`src/rtl/spi_byte_rx_fifo.sv`:
```
// spi_byte_rx_fifo: oversampled mode-0 SPI slave byte receiver into an RX FIFO with miso probe shifter; define SPI_RX_OVERFLOW_CNT_EN to add overflow_count
module spi_byte_rx_fifo #(
  parameter int FIFO_DEPTH = 16
) (
  input  logic                          clk,
  input  logic                          reset,
  input  logic                          sck,
  input  logic                          cs_n,
  input  logic                          mosi,
  output logic                          miso,
  input  logic [7:0]                    spi_tx_byte,
  output logic [7:0]                    out_byte,
  output logic                          out_ready,
  input  logic                          next,
  output logic [$clog2(FIFO_DEPTH):0]   fifo_level,
  output logic                          overflow
`ifdef SPI_RX_OVERFLOW_CNT_EN
  ,
  output logic [7:0]                    overflow_count
`endif
);
  localparam int AW = $clog2(FIFO_DEPTH);
  logic [2:0] sck_q, sck_d;
  logic [1:0] cs_q, cs_d, mosi_q, mosi_d, settle_q, settle_d;
  logic cs_prev_q, cs_prev_d, armed_q, armed_d, push_q, push_d, overflow_q, overflow_d;
  logic [2:0] bit_cnt_q, bit_cnt_d;
  logic [7:0] rx_shift_q, rx_shift_d, tx_shift_q, tx_shift_d;
  logic [AW:0] rd_ptr_q, rd_ptr_d, wr_ptr_q, wr_ptr_d;
  logic [7:0] mem_q [FIFO_DEPTH];
  logic sck_rise, sck_fall, cs_hi, rx_en, rx_bit, tx_load, pop, full, wr_en;
  always_comb begin
    sck_d      = {sck_q[1:0], sck};
    cs_d       = {cs_q[0], cs_n};
    mosi_d     = {mosi_q[0], mosi};
    settle_d   = {settle_q[0], 1'b1};
    cs_prev_d  = cs_q[1];
    sck_rise   = sck_q[1] & ~sck_q[2];
    sck_fall   = ~sck_q[1] & sck_q[2];
    cs_hi      = cs_q[1] & cs_prev_q;
    armed_d    = armed_q | (settle_q[1] & cs_q[1]);
    rx_en      = armed_q & ~cs_hi;
    rx_bit     = rx_en & sck_rise;
    rx_shift_d = rx_bit ? {rx_shift_q[6:0], mosi_q[1]} : rx_shift_q;
    bit_cnt_d  = cs_hi ? 3'd0 : rx_bit ? bit_cnt_q + 3'd1 : bit_cnt_q;
    push_d     = rx_bit & (bit_cnt_q == 3'd7);
    tx_load    = armed_q & ~cs_q[1] & (cs_prev_q | (sck_fall & (bit_cnt_q == 3'd0)));
    tx_shift_d = tx_load ? spi_tx_byte : (sck_fall & ~cs_q[1]) ? {tx_shift_q[6:0], 1'b0} : tx_shift_q;
    miso       = tx_shift_q[7] & ~cs_q[1];
    fifo_level = wr_ptr_q - rd_ptr_q;
    full       = fifo_level[AW];
    out_ready  = |fifo_level;
    pop        = next & out_ready;
    wr_en      = push_q & (~full | pop);
    overflow_d = push_q & full & ~pop;
    rd_ptr_d   = rd_ptr_q + {{AW{1'b0}}, pop};
    wr_ptr_d   = wr_ptr_q + {{AW{1'b0}}, wr_en};
    out_byte   = mem_q[rd_ptr_q[AW-1:0]];
    overflow   = overflow_q;
  end
  always_ff @(posedge clk) begin
    if (reset) begin
      sck_q      <= '0;
      cs_q       <= 2'b11;
      mosi_q     <= '0;
      settle_q   <= '0;
      cs_prev_q  <= 1'b1;
      armed_q    <= 1'b0;
      push_q     <= 1'b0;
      overflow_q <= 1'b0;
      bit_cnt_q  <= '0;
      rx_shift_q <= '0;
      tx_shift_q <= '0;
      rd_ptr_q   <= '0;
      wr_ptr_q   <= '0;
    end else begin
      sck_q      <= sck_d;
      cs_q       <= cs_d;
      mosi_q     <= mosi_d;
      settle_q   <= settle_d;
      cs_prev_q  <= cs_prev_d;
      armed_q    <= armed_d;
      push_q     <= push_d;
      overflow_q <= overflow_d;
      bit_cnt_q  <= bit_cnt_d;
      rx_shift_q <= rx_shift_d;
      tx_shift_q <= tx_shift_d;
      rd_ptr_q   <= rd_ptr_d;
      wr_ptr_q   <= wr_ptr_d;
    end
  end
  always_ff @(posedge clk) begin
    if (wr_en) mem_q[wr_ptr_q[AW-1:0]] <= rx_shift_q;
  end
`ifdef SPI_RX_OVERFLOW_CNT_EN
  logic [7:0] ovf_cnt_q, ovf_cnt_d;
  always_comb begin
    ovf_cnt_d      = (overflow_d & ~&ovf_cnt_q) ? ovf_cnt_q + 8'd1 : ovf_cnt_q;
    overflow_count = ovf_cnt_q;
  end
  always_ff @(posedge clk) begin
    if (reset) ovf_cnt_q <= '0;
    else ovf_cnt_q <= ovf_cnt_d;
  end
`endif
endmodule

```
`config.mk`:
```
export PLATFORM = sky130hd
export DESIGN_NAME = spi_byte_rx_fifo
export DESIGN_NICKNAME = d
export VERILOG_FILES = /design/src/rtl/spi_byte_rx_fifo.sv
export SDC_FILE = /design/constraint.sdc
export NUM_CORES = 1
export LEC_CHECK = 0
export CELL_PAD_IN_SITES_DETAIL_PLACEMENT = 1
export CELL_PAD_IN_SITES_GLOBAL_PLACEMENT = 2
export CORE_ASPECT_RATIO = 1.5
export CORE_MARGIN = 4
export CORE_UTILIZATION = 45
export CTS_CLUSTER_DIAMETER = 120
export DETAILED_ROUTE_END_ITERATION = 16
export HOLD_SLACK_MARGIN = 0.15
export PLACE_DENSITY_LB_ADDON = 0.2
export SLEW_MARGIN = 15
export SYNTH_ARGS = -nofsm -noshare
export SYNTH_HDL_FRONTEND = slang
export SYNTH_SLANG_ARGS = --single-unit
```
`constraint.sdc`:
```
create_clock -name clk -period 3.58 [get_ports clk]
set_input_delay 0.358 -clock clk [delete_from_list [all_inputs] [get_ports clk]]
set_output_delay 0.358 -clock clk [all_outputs]
set_load 0.01 [all_outputs]
```
Yosys cells after proc, flatten, opt, wreduce, memory -nomap -nowiden

Memory sizes are Yosys's and may differ from the RTL's. A register that Yosys moved wholly into a read port is not among the register bits.
Cells that the tools add are included.

Register bits: 42
Memory bits (writable): 128
Input port bits: 14
Output and inout bits: 16
Logic and storage cells: 55
Memories kept: 1

$add $sub $neg: 4
Equality and inequality tests: 1
Multiplexer cells: 6
Bitwise logic cells: 25
Reduce and logical (&&, ||, !) cells: 4

Memories:

| memory | depth | bits a word | rd ports | clocked after memory_dff | wr ports | RTL line | RTL |
|---|---|---|---|---|---|---|---|
| mem_q  | 16    | 8           | 1        | 1                        | 1        | 29       | `logic [7:0] mem_q [FIFO_DEPTH];` |

Operators by type and width:

| cell                                                          | number |
|---|---|
| 1-bit bitwise AND                                             | 16 |
| 8-bit two-way mux                                             | 2 |
| 5-bit by 1-bit adder with 5-bit output                        | 2 |
| 1-bit inverter                                                | 6 |
| 5-bit OR reduction                                            | 1 |
| 5-bit subtractor                                              | 1 |
| 4-bit two-way mux                                             | 1 |
| 3-bit by 1-bit adder with 3-bit output, second input constant | 1 |
| 3-bit equality test, second input constant                    | 1 |
| 3-bit zero test                                               | 1 |
| 1-bit two-way mux                                             | 3 |
| 1-bit OR                                                      | 3 |
| 2-bit nonzero test                                            | 1 |
| 2-bit OR reduction                                            | 1 |

Logic depth before layout (Yosys ltp)

Depth after elaboration: 7
Depth in mapped cells: 13
Gate-level depth less buffers: 12

Worst setup path after synthesis

Ideal clock, no wire load.

Path type: reg2reg
Start point: register wr_ptr_q[1]
End point: register wr_ptr_q[4]
Library setup time: 0.128 ns
Arrival: 2.568 ns
Required time: 3.452 ns
Setup slack: 0.884 ns
Cell stages (with the launch flop): 14
Buffers on the path: 2
Clock period less this slack: 2.696 ns
Cell sequence: dfxtp_1 > clkbuf_1 > inv_1 > fa_1 > nand2b_1 > a21oi_1 > xnor2_1 > clkbuf_1 > a21boi_0 > ha_1 > ha_1 > nand2_1 > xor2_1 > nor2_1

Word-level cells in the longest chain between the ends: 6
Elaborated cells on any way between the ends: 7
Those cells by class: add/sub: 2; bitwise: 4; reduce/logical: 1

Ends and longest elaborated chain:

| item                                     | RTL line | RTL |
|---|---|---|
| start, declared                          | 28       | `logic [AW:0] rd_ptr_q, rd_ptr_d, wr_ptr_q, wr_ptr_d;` |
| start signal, assigned                   | 88       | `wr_ptr_q <= wr_ptr_d;` |
| 5-bit subtractor                         | 49       | `fifo_level = wr_ptr_q - rd_ptr_q;` |
| 5-bit OR reduction                       | 51       | `out_ready = \|fifo_level;` |
| 1-bit bitwise AND                        | 52       | `pop = next & out_ready;` |
| 1-bit OR                                 | 53       | `wr_en = push_q & (~full \| pop);` |
| 1-bit bitwise AND                        | 53       |  |
| 5-bit by 1-bit adder with 5-bit output * | 56       | `wr_ptr_d = wr_ptr_q + {{AW{1'b0}}, wr_en};` |

Every way passes the cells marked *; elsewhere a longest branch is shown, timed or not.
A chain may end at the register's enable or synchronous reset.

Worst setup path in the final report

Start point: register wr_ptr_q[0]
End point: output port fifo_level[4]

Word-level cells in the longest chain between the ends: 1

Ends and longest elaborated chain:

| item             | RTL line | RTL |
|---|---|---|
| 5-bit subtractor | 49       |  |
| end, declared    | 15       | `output logic [$clog2(FIFO_DEPTH):0] fifo_level,` |

No other way between the ends.

==> metrics.yaml <==
fin_nets: 491
cts_tree: "built"
synth_top_area_share_pct: 56.2
clock_latency_ns: 0.42
first_pass_iters: 4
drc: 0
detail_route.wirelength_mm: 14.2
postLayoutCoreUtil_pct: 54.3
worst-r2r-cell-count: 12
fp.coreArea_um2: 14700
fmax_mhz: 299
cp_slowest_cell: "clkdlybuf4s50_1"
drive_above_1_share_pct: 15.3
dieArea_um2: 17300
ir_worst_vdd_mv: 0.303
yosysTopAreaCell: "edfxtp_1"
cts_buffers: 17
cp-startpoint: "wr_ptr_q[0]"
track_usage_pct: 17.8
dpl.hpwl_mm: 9.49
io_pins: 30
timing.rr.end: "rd_ptr_q[4]"
cts_hold_buf: 0
grtUsageMet1_pct: 20.3
worst_pin_slew_ns: 1.01
yosysSeqAreaShare_pct: 68.5
cts_buffer_depth: 2
grt_busiest_layer: "met2"
powerDensity_nw_per_um2: 597
avgSynthCellArea_um2: 16.3
place_inst: 642
cts_setup_buffers: 0
root_buffer: "clkbuf_16"
synth_area_um2: 6840
cp_top_family: "buffers and inverters"
grt_util_met3_pct: 4.10
period_share_pct: 93.4
power.static_leakage_nw: 2.74
slowest_delay_ns: 0.59
netlist_instances: 419
h-tree-depth: 4
grt_overflow_total: 0
ys_ff_latch: 170
cp.buffers_inverters: 3
rows: 54
area_delta_synth_final_pct: 16.9
grt_use_met2_pct: 32.3
path_class: "reg -> out"
gp_congestion: 0.752
worstHoldPathType: "reg -> reg"
synth_cell_types: 37
setup_violations: 0
cp.arrival_ns: 2.99
regToRegSetupSlack_ns: 0.83
endpoint_kind: "primary output"
fin_tns_setup_ns: 0
antenna_found_initial: 0
dieWidth_um: 109
yosys-top-cells-area: "edfxtp_1 56%, dfxtp_1 12%, mux4_2 5.9%, mux4_1 5.4%, mux2i_1 2.6%"
clock_sinks: 170
vias: 3651
initial_utilization_pct: 46.5
antennaDiodeCount: 0
slew_headroom_pct: 31.9
fin_crit_ns: 3.34
first_global_vias: 4011
finalNonFillerCells: 673
ctsResizeCount: 0
crit_path_cell_trace: "inv_1 > ha_1 > fa_1 > nand2b_1 > a21oi_1 > xnor2_1 > buf_4 > clkdlybuf4s50_1"
rsz0062_at_grt: "no"
r2r_start: "wr_ptr_q[0]"
clkTransAtPathRegs_ns: 0.07
slew_viol_final: 0
port-buffer-count: 29
path_max_fanout: 18
drv_cap: 0
crit_end: "fifo_level[4]"
total_power_mw: 4.78
outcome: "finished clean"
skew_ns: 0.0117
first_iter_violations: 131
synth_fp_nets: 445
vias_per_cell: 5.42
finalHoldViolations: 0
synth_warnings: 0
startpoint_type: "flop"
grt_max_degree: 34
wl_per_cell_um: 21.0
worst_hold_slack_ns: 0.413
cp.required_ns: 3.22
die_h_um: 159
crit_cells: 8
grt_pass1_wl_mm: 22.6
drtAntennaViolNets: 0
## kinds of logic (layout without fill, tap and decap cells)
family,count (synthesis),in the layout,synth area share [%]
xor gates and xnor gates,11,11,1.41
AOI/OAI and AO/OA,45,45,4.22
and+or+nand+nor,96,96,6.88
buffers and inverters,35,93,2.80
DFF,170,170,68.5
muxes,50,50,13.9
adders and majority gates,12,12,2.30
## sequential cells by signal (all words and copies together), names as in the netlist, 3 cells and up
register,cells
mem_q,128
rx_shift_q,8
tx_shift_q,8
rd_ptr_q,5
wr_ptr_q,5
bit_cnt_q,3
sck_q,3
## layer usage
layer,wire (µm),vias to the layer above,share of wire (%)
met5,0,-,0
met2,8050,58,57
met3,299,13,2.1
met1,5610,1877,40
met4,201,0,1.4
li1,-,1703,-
## layout by cell type (no fill, tap or decap), types with 2 or more instances in the layout
| cell type | n |
|---|---|
| edfxtp_1 | 128 |
| dfxtp_1 | 41 |
| nor2_1 | 37 |
| clkdlybuf4s50_1 | 29 |
| buf_4 | 20 |
| a21oi_1 | 19 |
| mux4_2 | 18 |
| mux2i_1 | 18 |
| clkbuf_16 | 17 |
| a22oi_1 | 16 |
| nor2b_1 | 15 |
| mux4_1 | 14 |
| nand3_1 | 14 |
| nand2_1 | 12 |
| inv_1 | 11 |
| ha_1 | 11 |
| a211oi_1 | 7 |
| xnor2_1 | 6 |
| xor2_1 | 5 |
| nand4_1 | 4 |
| clkinv_4 | 4 |
| or2_2 | 3 |
| inv_6 | 3 |
| bufinv_16 | 3 |
| nand2b_1 | 2 |
| and2_1 | 2 |
| clkinv_2 | 2 |
## synth_stat cells, drive strengths merged
cell,n
or3,1
edfxtp,128
and4b,1
nor2b,15
ha,11
clkbuf,12
nor2,37
o21ai,1
xor2,5
a21oi,19
nor3,1
mux4,32
and4,1
and2,2
nand3,14
nand2b,2
a211oi,7
o31a,1
inv,11
nand4,4
nor3b,1
nand2,12
a22oi,16
mux2i,18
clkinv,1
nor4bb,1
and3,1
xnor2,6
a21boi,1
buf,11
dfxtp,42
or2,3
fa,1
## where the power goes
part	leakage [nW]	switching, mW	internal (mW)
logic	0.924	0.373	0.428
registers	1.53	0.0159	2.11
clock network	0.291	0.755	1.10
total	2.74	1.14	3.64
## metrics by stage
step,area (µm²),worst slack [ns]
finish,8000,0.235
global route,8000,0.0448
CTS,8000,0.196
detailed placement,7400,0.671
global placement,7400,0.734
floorplan,6840,0.884
## worst min-delay path by stage
stage | startpoint | endpoint | slack, ns | depth (start not counted)
after global placement | cs_q[0] | cs_q[1] | 0.39 | 1
after global routing | cs_q[0] | cs_q[1] | 0.43 | 1
after CTS | cs_q[0] | cs_q[1] | 0.42 | 1
final | cs_q[0] | cs_q[1] | 0.41 | 1
after floorplan | cs_q[0] | cs_q[1] | 0.39 | 1
after detailed placement | cs_q[0] | cs_q[1] | 0.40 | 1
## final cells by class
| type | count | area [µm²] |
|---|---|---|
| Sequential cell | 170 | 4690 |
| Clock buffer | 18 | 429 |
| Fill cell | 1461 | 6730 |
| Tap cell | 196 | 245 |
| Clock inverter | 13 | 169 |
| Timing Repair Buffer | 50 | 460 |
| Multi-Input combinational cell | 214 | 1970 |
| Inverter | 12 | 45.0 |
Power figures use the tool's default switching activity.
